[config.mk]
export PLATFORM = sky130hd
export DESIGN_NAME = regfile_wb_arbiter
export DESIGN_NICKNAME = d
export VERILOG_FILES = /design/src/rtl/cpu_pkg.sv /design/src/rtl/wb_fifo.sv /design/src/rtl/regfile_wb_arbiter.sv
export SDC_FILE = /design/constraint.sdc
export NUM_CORES = 1
export LEC_CHECK = 0
export ABC_AREA = 1
export CORE_MARGIN = 2
export CORE_UTILIZATION = 60
export CTS_BUF_LIST = sky130_fd_sc_hd__clkbuf_8
export DETAILED_ROUTE_END_ITERATION = 10
export DONT_BUFFER_PORTS = 1
export PLACE_DENSITY_LB_ADDON = 0.15
export SLEW_MARGIN = 20
export SYNTH_ARGS = -nofsm -noshare
export SYNTH_HDL_FRONTEND = slang
export SYNTH_HIERARCHICAL = 1
export SYNTH_SLANG_ARGS = --single-unit
[constraint.sdc]
create_clock -name clk -period 6.9 [get_ports clk]
set_clock_uncertainty 0.1 [all_clocks]
set_input_delay 1.035 -clock clk [delete_from_list [all_inputs] [get_ports clk]]
set_output_delay 1.035 -clock clk [all_outputs]
set_load 0.01 [all_outputs]
[src/rtl/cpu_pkg.sv]
// Shared CPU definitions: data width, register address width and the
// writeback entry carried through the long-latency result FIFO.
package cpu_pkg;

    localparam int XLEN       = 32;
    localparam int REG_ADDR_W = 5;

    typedef struct packed {
        logic [REG_ADDR_W-1:0] rd;
        logic [XLEN-1:0]       data;
    } wb_entry_t;

endpackage

[src/rtl/wb_fifo.sv]
// Small synchronous FIFO of writeback entries. Besides the head it exposes
// every storage slot and a per-slot valid flag so the owner can build a
// pending-write view of everything still queued.
module wb_fifo
    import cpu_pkg::*;
#(
    parameter int DEPTH = 2
) (
    input  logic              clk,
    input  logic              rst,
    input  logic              push,
    input  wb_entry_t         push_entry,
    input  logic              pop,
    output wb_entry_t         head,
    output logic              full,
    output logic              empty,
    output wb_entry_t         entries [DEPTH],
    output logic [DEPTH-1:0]  entry_valid
);

    localparam int AW = $clog2(DEPTH);

    wb_entry_t       mem [DEPTH];
    logic [AW-1:0]   wr_ptr;
    logic [AW-1:0]   rd_ptr;
    logic [AW:0]     count;
    logic            do_push;
    logic            do_pop;
    logic [AW-1:0]   off;

    assign full    = (count == (AW+1)'(DEPTH));
    assign empty   = (count == '0);
    assign do_push = push && !full;
    assign do_pop  = pop && !empty;
    assign head    = mem[rd_ptr];
    assign entries = mem;

    // Storage is not reset; slot validity comes from the pointers and count.
    always_ff @(posedge clk) begin
        if (do_push) begin
            mem[wr_ptr] <= push_entry;
        end
    end

    // Pointer and occupancy bookkeeping; simultaneous push and pop keep count.
    always_ff @(posedge clk) begin
        if (rst) begin
            wr_ptr <= '0;
            rd_ptr <= '0;
            count  <= '0;
        end else begin
            if (do_push) wr_ptr <= wr_ptr + 1'b1;
            if (do_pop)  rd_ptr <= rd_ptr + 1'b1;
            case ({do_push, do_pop})
                2'b10:   count <= count + 1'b1;
                2'b01:   count <= count - 1'b1;
                default: count <= count;
            endcase
        end
    end

    // A slot is live when its distance from the read pointer is below count.
    always_comb begin
        off         = '0;
        entry_valid = '0;
        for (int i = 0; i < DEPTH; i++) begin
            off            = AW'(i) - rd_ptr;
            entry_valid[i] = ({1'b0, off} < count);
        end
    end

endmodule

[src/rtl/regfile_wb_arbiter.sv]
// Writeback arbiter for the single register-file write port. Port A (execute)
// normally wins; port B (long-latency) results queue in a FIFO and drain when
// A is idle or when the starvation counter forces a one-cycle A stall.
module regfile_wb_arbiter
    import cpu_pkg::*;
#(
    parameter int XLEN         = 32,
    parameter int DEPTH        = 2,
    parameter int STARVE_LIMIT = 4
) (
    input  logic             clk,
    input  logic             rst,
    input  logic             a_valid,
    input  logic [4:0]       a_rd,
    input  logic [XLEN-1:0]  a_data,
    output logic             stall_a,
    input  logic             b_valid,
    output logic             b_ready,
    input  logic [4:0]       b_rd,
    input  logic [XLEN-1:0]  b_data,
    output logic             wr_en,
    output logic [4:0]       wrr,
    output logic [XLEN-1:0]  wrdata,
    output logic [31:0]      pending_mask
);

    localparam int SW = $clog2(STARVE_LIMIT + 1);

    logic             fifo_full;
    logic             fifo_empty;
    logic             push_b;
    logic             pop_b;
    logic             a_xfer;
    wb_entry_t        push_entry;
    wb_entry_t        head;
    wb_entry_t        fifo_entries [DEPTH];
    logic [DEPTH-1:0] fifo_valid;
    logic [SW-1:0]    starve_cnt;

    // b_ready depends only on the registered occupancy, never on b_valid.
    assign b_ready    = !fifo_full;
    assign a_xfer     = a_valid && !stall_a;
    assign push_b     = b_valid && b_ready && (b_rd != '0);
    assign pop_b      = !fifo_empty && (stall_a || !a_xfer);
    assign push_entry = '{rd: b_rd, data: b_data};

    wb_fifo #(
        .DEPTH (DEPTH)
    ) u_fifo (
        .clk         (clk),
        .rst         (rst),
        .push        (push_b),
        .push_entry  (push_entry),
        .pop         (pop_b),
        .head        (head),
        .full        (fifo_full),
        .empty       (fifo_empty),
        .entries     (fifo_entries),
        .entry_valid (fifo_valid)
    );

    // Output register, starvation counter and the registered one-cycle stall.
    always_ff @(posedge clk) begin
        if (rst) begin
            wr_en      <= 1'b0;
            wrr        <= '0;
            wrdata     <= '0;
            stall_a    <= 1'b0;
            starve_cnt <= '0;
        end else begin
            stall_a <= 1'b0;
            if (a_xfer) begin
                wr_en  <= (a_rd != '0);
                wrr    <= a_rd;
                wrdata <= a_data;
            end else if (pop_b) begin
                // x0 entries are never queued, so a pop always writes.
                wr_en  <= 1'b1;
                wrr    <= head.rd;
                wrdata <= head.data;
            end else begin
                wr_en  <= 1'b0;
            end

            if (pop_b || fifo_empty) begin
                starve_cnt <= '0;
            end else if (a_xfer) begin
                starve_cnt <= starve_cnt + 1'b1;
                if (starve_cnt == SW'(STARVE_LIMIT - 1)) begin
                    stall_a <= 1'b1;
                end
            end
        end
    end

    // Registers with a write still in flight: queued entries plus the output stage.
    always_comb begin
        pending_mask = '0;
        for (int i = 0; i < DEPTH; i++) begin
            if (fifo_valid[i]) begin
                pending_mask[fifo_entries[i].rd] = 1'b1;
            end
        end
        if (wr_en) begin
            pending_mask[wrr] = 1'b1;
        end
        pending_mask[0] = 1'b0;
    end

endmodule

==> results.cfg, run 1 <==
[floorplan]
die_area_um2 = 11000
rows = 36
chipHeight_um = 105
core_area_um2 = 9820
die_w_um = 105
start_util_pct = 61.9
ioPinCount = 150

[outcome]
status = finished, final reports clean

[finish]
n_antenna_cell = 0
drive_gt1_share_pct = 11.6
final_nets = 838
area_growth_pct = 6.75

[worst_setup_path]
cp-start-kind = flop
rr_worst_depth = 7
crit_arrival_ps = 3120
worstPathRequired_ps = 5760
crit_fanout = 40
path_class = flop to output port
setup.worst_path.end_class = output port

[cts]
cts.path.max_buffers = 2
ctsResizeCount = 0
insertion_delay_ps = 410
tritoncts = yes
cts.sinks = 120
clk_pin_slew_ps = 60
cts_made_buffers = 17
htree_num_levels = 4
post_cts_buffers = 0
ctsHoldBuffers = 0
cts-root-buf = clkbuf_8

[route]
drt_pre_antenna_iters = 8
wl_um = 14400
drt_iter0_markers = 457
num_vias = 4939
viasPerCell = 5.47
ant_nets = 0
drcViolationCount = 0
wire_per_inst_um = 16.0

[synthesis]
synth-simple-area-share_pct = 37.8
yosys-top-cells-area = edfxtp_1 (37%), nand2_1 (19%), dfxtp_1 (15%), nand3_1 (9.4%), inv_1 (4.4%)
synth.ff_latch_count = 120
synth_seq_area_share_pct = 51.7
synthXorXnorAreaFrac_pct = 0
synthMuxAreaShare_pct = 0
postSynthCellCount = 766
syn_nets = 847
synth_area_um2 = 6080
post-synth-top-area-cell = edfxtp_1
synth_fa_ha_area_share_pct = 0.617
synth.top_cell.area_share_pct = 36.6
synth_compound_area_share_pct = 0.576
synth_top_family_by_area = simple AND/OR/NAND/NOR gates
syn_avg_cell_area_um2 = 7.94
synth_cell_type_count = 25
yosysWarningCount = 6

[sta]
hold_slack_ps = 331
setup_viol = 0
worst_slew_pin_slew_ps = 864
fmax_mhz = 235
finalHoldViolations = 0
tns_ps = 0
fin_crit_ps = 4250
finalCritPeriodShare_pct = 61.6
rsz0062_at_grt = no
maxSlewHeadroom_pct = 42.3
slew_viol_final = 0

[placement]
finalWeightedCongestion = 1.02
numPortBuffers = 0
dp_hpwl_um = 9890

[power]
p_per_area_nw_per_um2 = 296
ir_drop_uv = 232
p_total_mw = 1.92
p_leak_nw = 2.97

[global_route]
grt_pass1_wl_um = 23100
grt_pass1_vias = 4707
grt_max_degree = 75
grtUsageTotal_pct = 26.7
grt.overflow.total = 0
antenna_found_initial = 0

[min_path]
min_path_cells = 1
worstHoldPathType = flop to flop

[run]
maxCapViolations = 0
## logic make-up after synthesis
logic type	Yosys count
AO/OA/AOI/OAI	7
adder cells (fa/ha/maj)	3
buffers and inverters	123
flip-flops	120
other	1
AND/OR/NAND/NOR	512
## power by group
part           internal [mW]  total (mW)  switching [mW]  leakage, nW
logic                  0.106       0.382           0.276         1.69
clock network          0.343       0.606           0.264        0.213
registers              0.857       0.932          0.0755         1.07
## cell type report
type                       instances  area (um^2)
clock buffer                      20          275
clock inverter                    12          111
fill                             835         3330
inverter                          90          338
multi-input combinational        523         2400
sequential                       120         3140
tap                              133          166
timing repair buffer               5         57.6
## through the flow
stage,utilization [%],std cells,setup WS (ps),instance area (um^2)
after detailed placement,61.9,870,3170,6080
after global placement,61.9,870,3240,6080
final,66.1,903,2650,6490
after CTS,65.8,902,2720,6460
after floorplan,-,766,3340,6080
after global routing,66.1,903,2410,6490
## layer usage
metal  routed length (um)  up-vias  GRT usage (%)
li1                     -     2431              -
met1                 5670     2254           32.3
met2                 7230      239           45.0
met3                 1410       15           9.11
met4                  133        0           8.95
met5                    0        -              0
## synth_stat cells
cell type / number
buf_2: 18
nor2_2: 4
nor3_2: 13
nand3_2: 11
nand4_1: 1
a21oi_1: 2
o21ai_1: 1
conb_1: 1
buf_6: 6
nand3_1: 114
buf_1: 2
edfxtp_1: 74
nor3_1: 17
inv_2: 19
buf_8: 1
ha_1: 3
nor3_4: 4
nor2_1: 40
o21ai_0: 4
clkbuf_1: 1
nand2_2: 1
dfxtp_1: 46
buf_4: 5
nand2_1: 307
inv_1: 71
## placed cells by master, fill, tap and decap left out
cell / synthesis / final
a21oi_1: 2 / 2
buf_16: 0 / 1
buf_4: 5 / 4
bufinv_16: 0 / 2
clkbuf_8: 0 / 20
clkinv_2: 0 / 4
clkinv_4: 0 / 1
clkinvlp_4: 0 / 1
conb_1: 1 / 1
dfxtp_1: 46 / 45
dfxtp_2: 0 / 1
edfxtp_1: 74 / 74
ha_1: 3 / 3
inv_1: 71 / 74
inv_2: 19 / 20
nand2_1: 307 / 307
nand2_2: 1 / 1
nand3_1: 114 / 114
nand3_2: 11 / 11
nand4_1: 1 / 1
nor2_1: 40 / 38
nor2_2: 4 / 3
nor2_4: 0 / 3
nor3_1: 17 / 17
nor3_2: 13 / 13
nor3_4: 4 / 4
o21ai_0: 4 / 4
o21ai_1: 1 / 1
## worst max-delay path, stage by stage, from the launching register on
cell and delay [ps]:
dfxtp_2 870, inv_2 520, o21ai_0 360, inv_2 140
nor3_2 510, nand2_1 100, nand3_1 180
## path summary, 6_finish.rpt
check                          startpoint                    endpoint  slack [ps]
max            u_fifo/rd_ptr$_SDFFE_PP0P_             pending_mask[4]        2650
min            starve_cnt[0]$_SDFFE_PP0P_  starve_cnt[0]$_SDFFE_PP0P_         330
max reg2reg  u_fifo/count[1]$_SDFFE_PP0P_     wrdata[24]$_SDFFE_PP0P_        4400
min reg2reg    starve_cnt[0]$_SDFFE_PP0P_  starve_cnt[0]$_SDFFE_PP0P_         330
## flip-flops by register name, summed over array words and instances (netlist names)
name            count
u_fifo/entries     74
wrdata             32
wrr                 5
starve_cnt          3
u_fifo/count        2
stall_a             1
u_fifo/rd_ptr       1
u_fifo/wr_ptr       1
wr_en               1
No activity file was read; power rests on OpenSTA's default activity.
==> inputs of run 2 (changes only) <==
==> constraint.sdc (replaced) <==
create_clock -name clk -period 3.6 [get_ports clk]
set_clock_uncertainty 0.1 [all_clocks]
set_input_delay 0.54 -clock clk [delete_from_list [all_inputs] [get_ports clk]]
set_output_delay 0.54 -clock clk [all_outputs]
set_load 0.01 [all_outputs]
==> run 2 against run 1 <==
Clock power grew 91%. Sequential power grew 91%. Setup slack worse by 1800 ps. Sequential cell count stayed put. First-iteration DRC count decreased by 19%. Core utilization barely moved.
==> results.cfg, run 2 (synthesis results as in run 1) <==
[route]
drcViolationCount = 0
drt_pre_antenna_iters = 5
wl_um = 15000
viasPerCell = 5.48
drt_iter0_markers = 369
wire_per_inst_um = 16.6
ant_nets = 0
num_vias = 4964

[outcome]
status = finished, final reports clean

[global_route]
grt.overflow.total = 0
grt_pass1_vias = 4789
grtUsageTotal_pct = 27.8
antenna_found_initial = 0
grt_pass1_wl_um = 23800
grt_max_degree = 44

[sta]
rsz0062_at_grt = no
slew_viol_final = 0
fin_crit_ps = 2780
fmax_mhz = 359
maxSlewHeadroom_pct = 41.6
worst_slew_pin_slew_ps = 875
tns_ps = 0
finalCritPeriodShare_pct = 77.3
timing.final.ws_setup_ps = 816
setup_viol = 0
finalHoldViolations = 0

[worst_setup_path]
rr_worst_depth = 8
crit_fanout = 7
path_class = flop to output port
setup.worst_path.end_class = output port
worstPathRequired_ps = 2960
reg2reg_to = u_fifo/entries[1]$_DFFE_PP_
r2r-start = u_fifo/count[0]$_SDFFE_PP0P_
r2r_slack_ps = 1300
cp-start-kind = flop
crit_arrival_ps = 2140

[floorplan]
core_area_um2 = 9820
die_w_um = 105
rows = 36
die_area_um2 = 11000
start_util_pct = 61.9
ioPinCount = 150
chipHeight_um = 105

[min_path]
min_to = wrr[3]$_SDFFE_PP0P_
worstHoldPathType = input pin to flop
min_path_cells = 1
min-delay-start = rst

[cts]
insertion_delay_ps = 430
cts.sinks = 120
post_cts_buffers = 0
cts-root-buf = clkbuf_8
htree_num_levels = 4
cts_made_buffers = 17
ctsResizeCount = 0
cts.path.max_buffers = 2
tritoncts = yes
clk_pin_slew_ps = 70
ctsHoldBuffers = 0

[placement]
numPortBuffers = 0
post_dp_cell_area_um2 = 6110
dp.cells = 874
finalWeightedCongestion = 0.907
dp_slack_ps = 1280
dp_hpwl_um = 10300

[finish]
drive_gt1_share_pct = 11.8
mostFrequentLayoutCell = nand2_1
n_antenna_cell = 0
final_cells = 906
fillers = 878
largest_reg_flops = 74
area_growth_pct = 6.79
fin_area_um2 = 6490
final_cell_mix = nand2_1 (307), nand3_1 (114), inv_1 (74), edfxtp_1 (74), dfxtp_1 (45)
final_nets = 841

[power]
p_leak_nw = 2.98
ir_drop_uv = 354
p_per_area_nw_per_um2 = 566

[run]
maxCapViolations = 0
## run 2: cell count changes in the layout (fill, tap and decap cells not counted), sizes merged
cell      before  now
clkinv         5    6
buf            5    8
clkinvlp       1    0
## run 2: per-layer routing
layer / routed length (um) / track usage [%]
met5: 0 / 0
met4: 321 / 10.6
met3: 1300 / 9.42
met2: 7440 / 47.3
met1: 5970 / 32.6
## run 2: worst max path at each step
stage | startpoint | end | slack (ps) | cells past startpoint
after floorplan | b_rd[3] | u_fifo/entries[37]$_DFFE_PP_ | 540 | 8
after global placement | u_fifo/count[0]$_SDFFE_PP0P_ | pending_mask[4] | 1310 | 6
after detailed placement | u_fifo/count[0]$_SDFFE_PP0P_ | pending_mask[4] | 1280 | 6
after CTS | u_fifo/count[0]$_SDFFE_PP0P_ | pending_mask[17] | 810 | 6
after global routing | u_fifo/count[0]$_SDFFE_PP0P_ | pending_mask[5] | 600 | 6
final | u_fifo/count[0]$_SDFFE_PP0P_ | pending_mask[4] | 820 | 6
## run 2: cell type report
class | instances | area [um^2] | area share, %
multi-input cells | 523 | 2400 | 36.9
repair buffers | 8 | 60.1 | 0.925
clock inverters | 12 | 111 | 1.72
clock buffers | 20 | 275 | 4.24
flip-flops and latches | 120 | 3140 | 48.4
well taps | 133 | 166 | 2.56
inverters | 90 | 338 | 5.20
## run 2: power breakdown
part / switching, mW / internal [mW]
Clock: 0.501 / 0.655
Sequential: 0.135 / 1.64
Combinational: 0.545 / 0.197
## run 2: through the flow
step / hold WS (ps) / power [mW] / utilization (%)
after floorplan: 298 / 2.37 / -
after detailed placement: 334 / 2.55 / 62.2
after global placement: 308 / 2.52 / 62.2
after global routing: 52.1 / 3.86 / 66.1
final: 72.9 / 3.68 / 66.1
after CTS: 48.9 / 3.69 / 66.1
## run 2: worst max-delay path, cell delays in order (launching register included)
cell	delay, ps
dfxtp_1	460
inv_1	130
o21ai_0	220
inv_2	120
nor3_2	460
nand2_1	130
nand3_1	190
==> inputs of run 3 (changes only) <==
==> constraint.sdc (replaced) <==
create_clock -name clk -period 2.5 [get_ports clk]
set_clock_uncertainty 0.1 [all_clocks]
set_input_delay 0.375 -clock clk [delete_from_list [all_inputs] [get_ports clk]]
set_output_delay 0.375 -clock clk [all_outputs]
set_load 0.01 [all_outputs]
==> run 3 against run 2 <==
Count of clock-buffer cells in the layout shrank 3. Sequential cell count unchanged. Setup slack got worse by 680 ps. Critical path type unchanged. Highest routed layer unchanged.
==> results.cfg, run 3 (synthesis results as in run 1) <==
[outcome]
status = finished, final reports clean

[sta]
fin_crit_ps = 2370
hold_slack_ps = 56.4
setup_viol = 0
worst_slew_pin_slew_ps = 855
timing.final.ws_setup_ps = 131
finalHoldViolations = 0
tns_ps = 0
slew_viol_final = 0
rsz0062_at_grt = no
maxSlewHeadroom_pct = 42.9
finalCritPeriodShare_pct = 94.7
fmax_mhz = 422

[global_route]
grt_pass1_vias = 5128
grt.overflow.total = 0
grtUsageTotal_pct = 29.7
grt_max_degree = 43
antenna_found_initial = 0
grt_pass1_wl_um = 25500

[worst_setup_path]
r2r-start = u_fifo/count[1]$_SDFFE_PP0P_
rr_worst_depth = 10
worstPathRequired_ps = 2030
path_class = flop to output port
r2r_slack_ps = 420
setup.worst_path.end_class = output port
crit_arrival_ps = 1890
cp-start-kind = flop
reg2reg_to = u_fifo/entries[58]$_DFFE_PP_
crit_fanout = 8

[placement]
finalWeightedCongestion = 0.920
post_dp_cell_area_um2 = 6180
numPortBuffers = 0
dp_hpwl_um = 10600
dp_slack_ps = 347
dp.cells = 880

[route]
drt_iter0_markers = 440
ant_nets = 0
wl_um = 16100
drcViolationCount = 0
num_vias = 5296
viasPerCell = 5.55
drt_pre_antenna_iters = 6
wire_per_inst_um = 16.9

[finish]
area_growth_pct = 16.1
n_antenna_cell = 0
mostFrequentLayoutCell = nand2_1
final_cell_mix = nand2_1 (307), nand3_1 (114), edfxtp_1 (74)
final_cells = 954
fillers = 759
fin_area_um2 = 7060
regArea_um2 = 3150
final_nets = 889
drive_gt1_share_pct = 12.8
multi_input_area_um2 = 2420
largest_reg_flops = 74

[cts]
cts.sinks = 120
cts.path.max_buffers = 2
insertion_delay_ps = 430
cts_made_buffers = 17
tritoncts = yes
cts-root-buf = clkbuf_8
htree_num_levels = 4
clk_pin_slew_ps = 80

[floorplan]
die_w_um = 105
ioPinCount = 150
core_area_um2 = 9820
chipHeight_um = 105
die_area_um2 = 11000
rows = 36
start_util_pct = 61.9

[power]
ir_drop_uv = 794
p_per_area_nw_per_um2 = 806
p_leak_nw = 3.20

[min_path]
worstHoldPathType = input pin to flop
min_path_cells = 4
min-delay-start = a_data[27]
min_to = wrdata[27]$_SDFFE_PP0P_

[run]
maxCapViolations = 0
==> run 3: timing repair <==
action                                  CTS  global route
resized for setup                         5             2
endpoints found under the hold margin    75             0
setup buffers                             2             2
endpoints found under the setup margin   17            31
hold buffers                             38             0
pin swaps                                 1             2
cloned                                    0             0
==> run 3: how the worst max path moves through the flow <==
stage                                       from                           end  slack (ps)  depth (start not counted)
detailed placement  u_fifo/count[0]$_SDFFE_PP0P_              pending_mask[24]         350                          6
global route        u_fifo/count[0]$_SDFFE_PP0P_              pending_mask[15]          40                          7
CTS                 u_fifo/count[0]$_SDFFE_PP0P_              pending_mask[11]         100                          6
finish              u_fifo/count[0]$_SDFFE_PP0P_              pending_mask[11]         130                          7
global placement    u_fifo/count[0]$_SDFFE_PP0P_               pending_mask[8]         380                          6
floorplan           u_fifo/count[1]$_SDFFE_PP0P_  u_fifo/entries[37]$_DFFE_PP_         110                          9
==> run 3: layout make-up <==
cell class | count | share of cell area [%]
clock buffers | 17 | 3.32
clock inverters | 15 | 2.82
inverters | 90 | 4.79
multi-input cells | 523 | 34.3
flip-flops and latches | 120 | 44.6
well taps | 133 | 2.36
repair buffers | 56 | 7.84
==> run 3: per-layer routing <==
metal / vias to the layer above / global-route usage (%) / part of all wire, %
li1: 2526 / - / -
met1: 2462 / 36.2 / 40
met2: 285 / 49.9 / 49
met3: 23 / 9.48 / 9.0
met4: 0 / 10.5 / 1.5
met5: - / 0 / 0
==> run 3: where the power goes <==
group	switching [mW]	total, mW	internal (mW)
clock	0.817	1.91	1.09
combinational	0.852	1.22	0.371
sequential	0.196	2.56	2.36
==> run 3: worst max-delay path, stage by stage (launching register included) <==
cell and delay, ps:
dfxtp_2 400, inv_1 120, o21ai_1 190, inv_2 130, nor3_4 180, buf_4 180
nand2_1 60, nand3_1 200
==> run 3: metrics by stage <==
stage / power (mW) / utilization, %
4_1_cts: 5.66 / 71.6
3_5_place_dp: 3.71 / 62.9
6_report: 5.69 / 71.9
5_1_grt: 5.92 / 71.9
2_1_floorplan: 3.42 / -
3_3_place_gp: 3.66 / 62.9
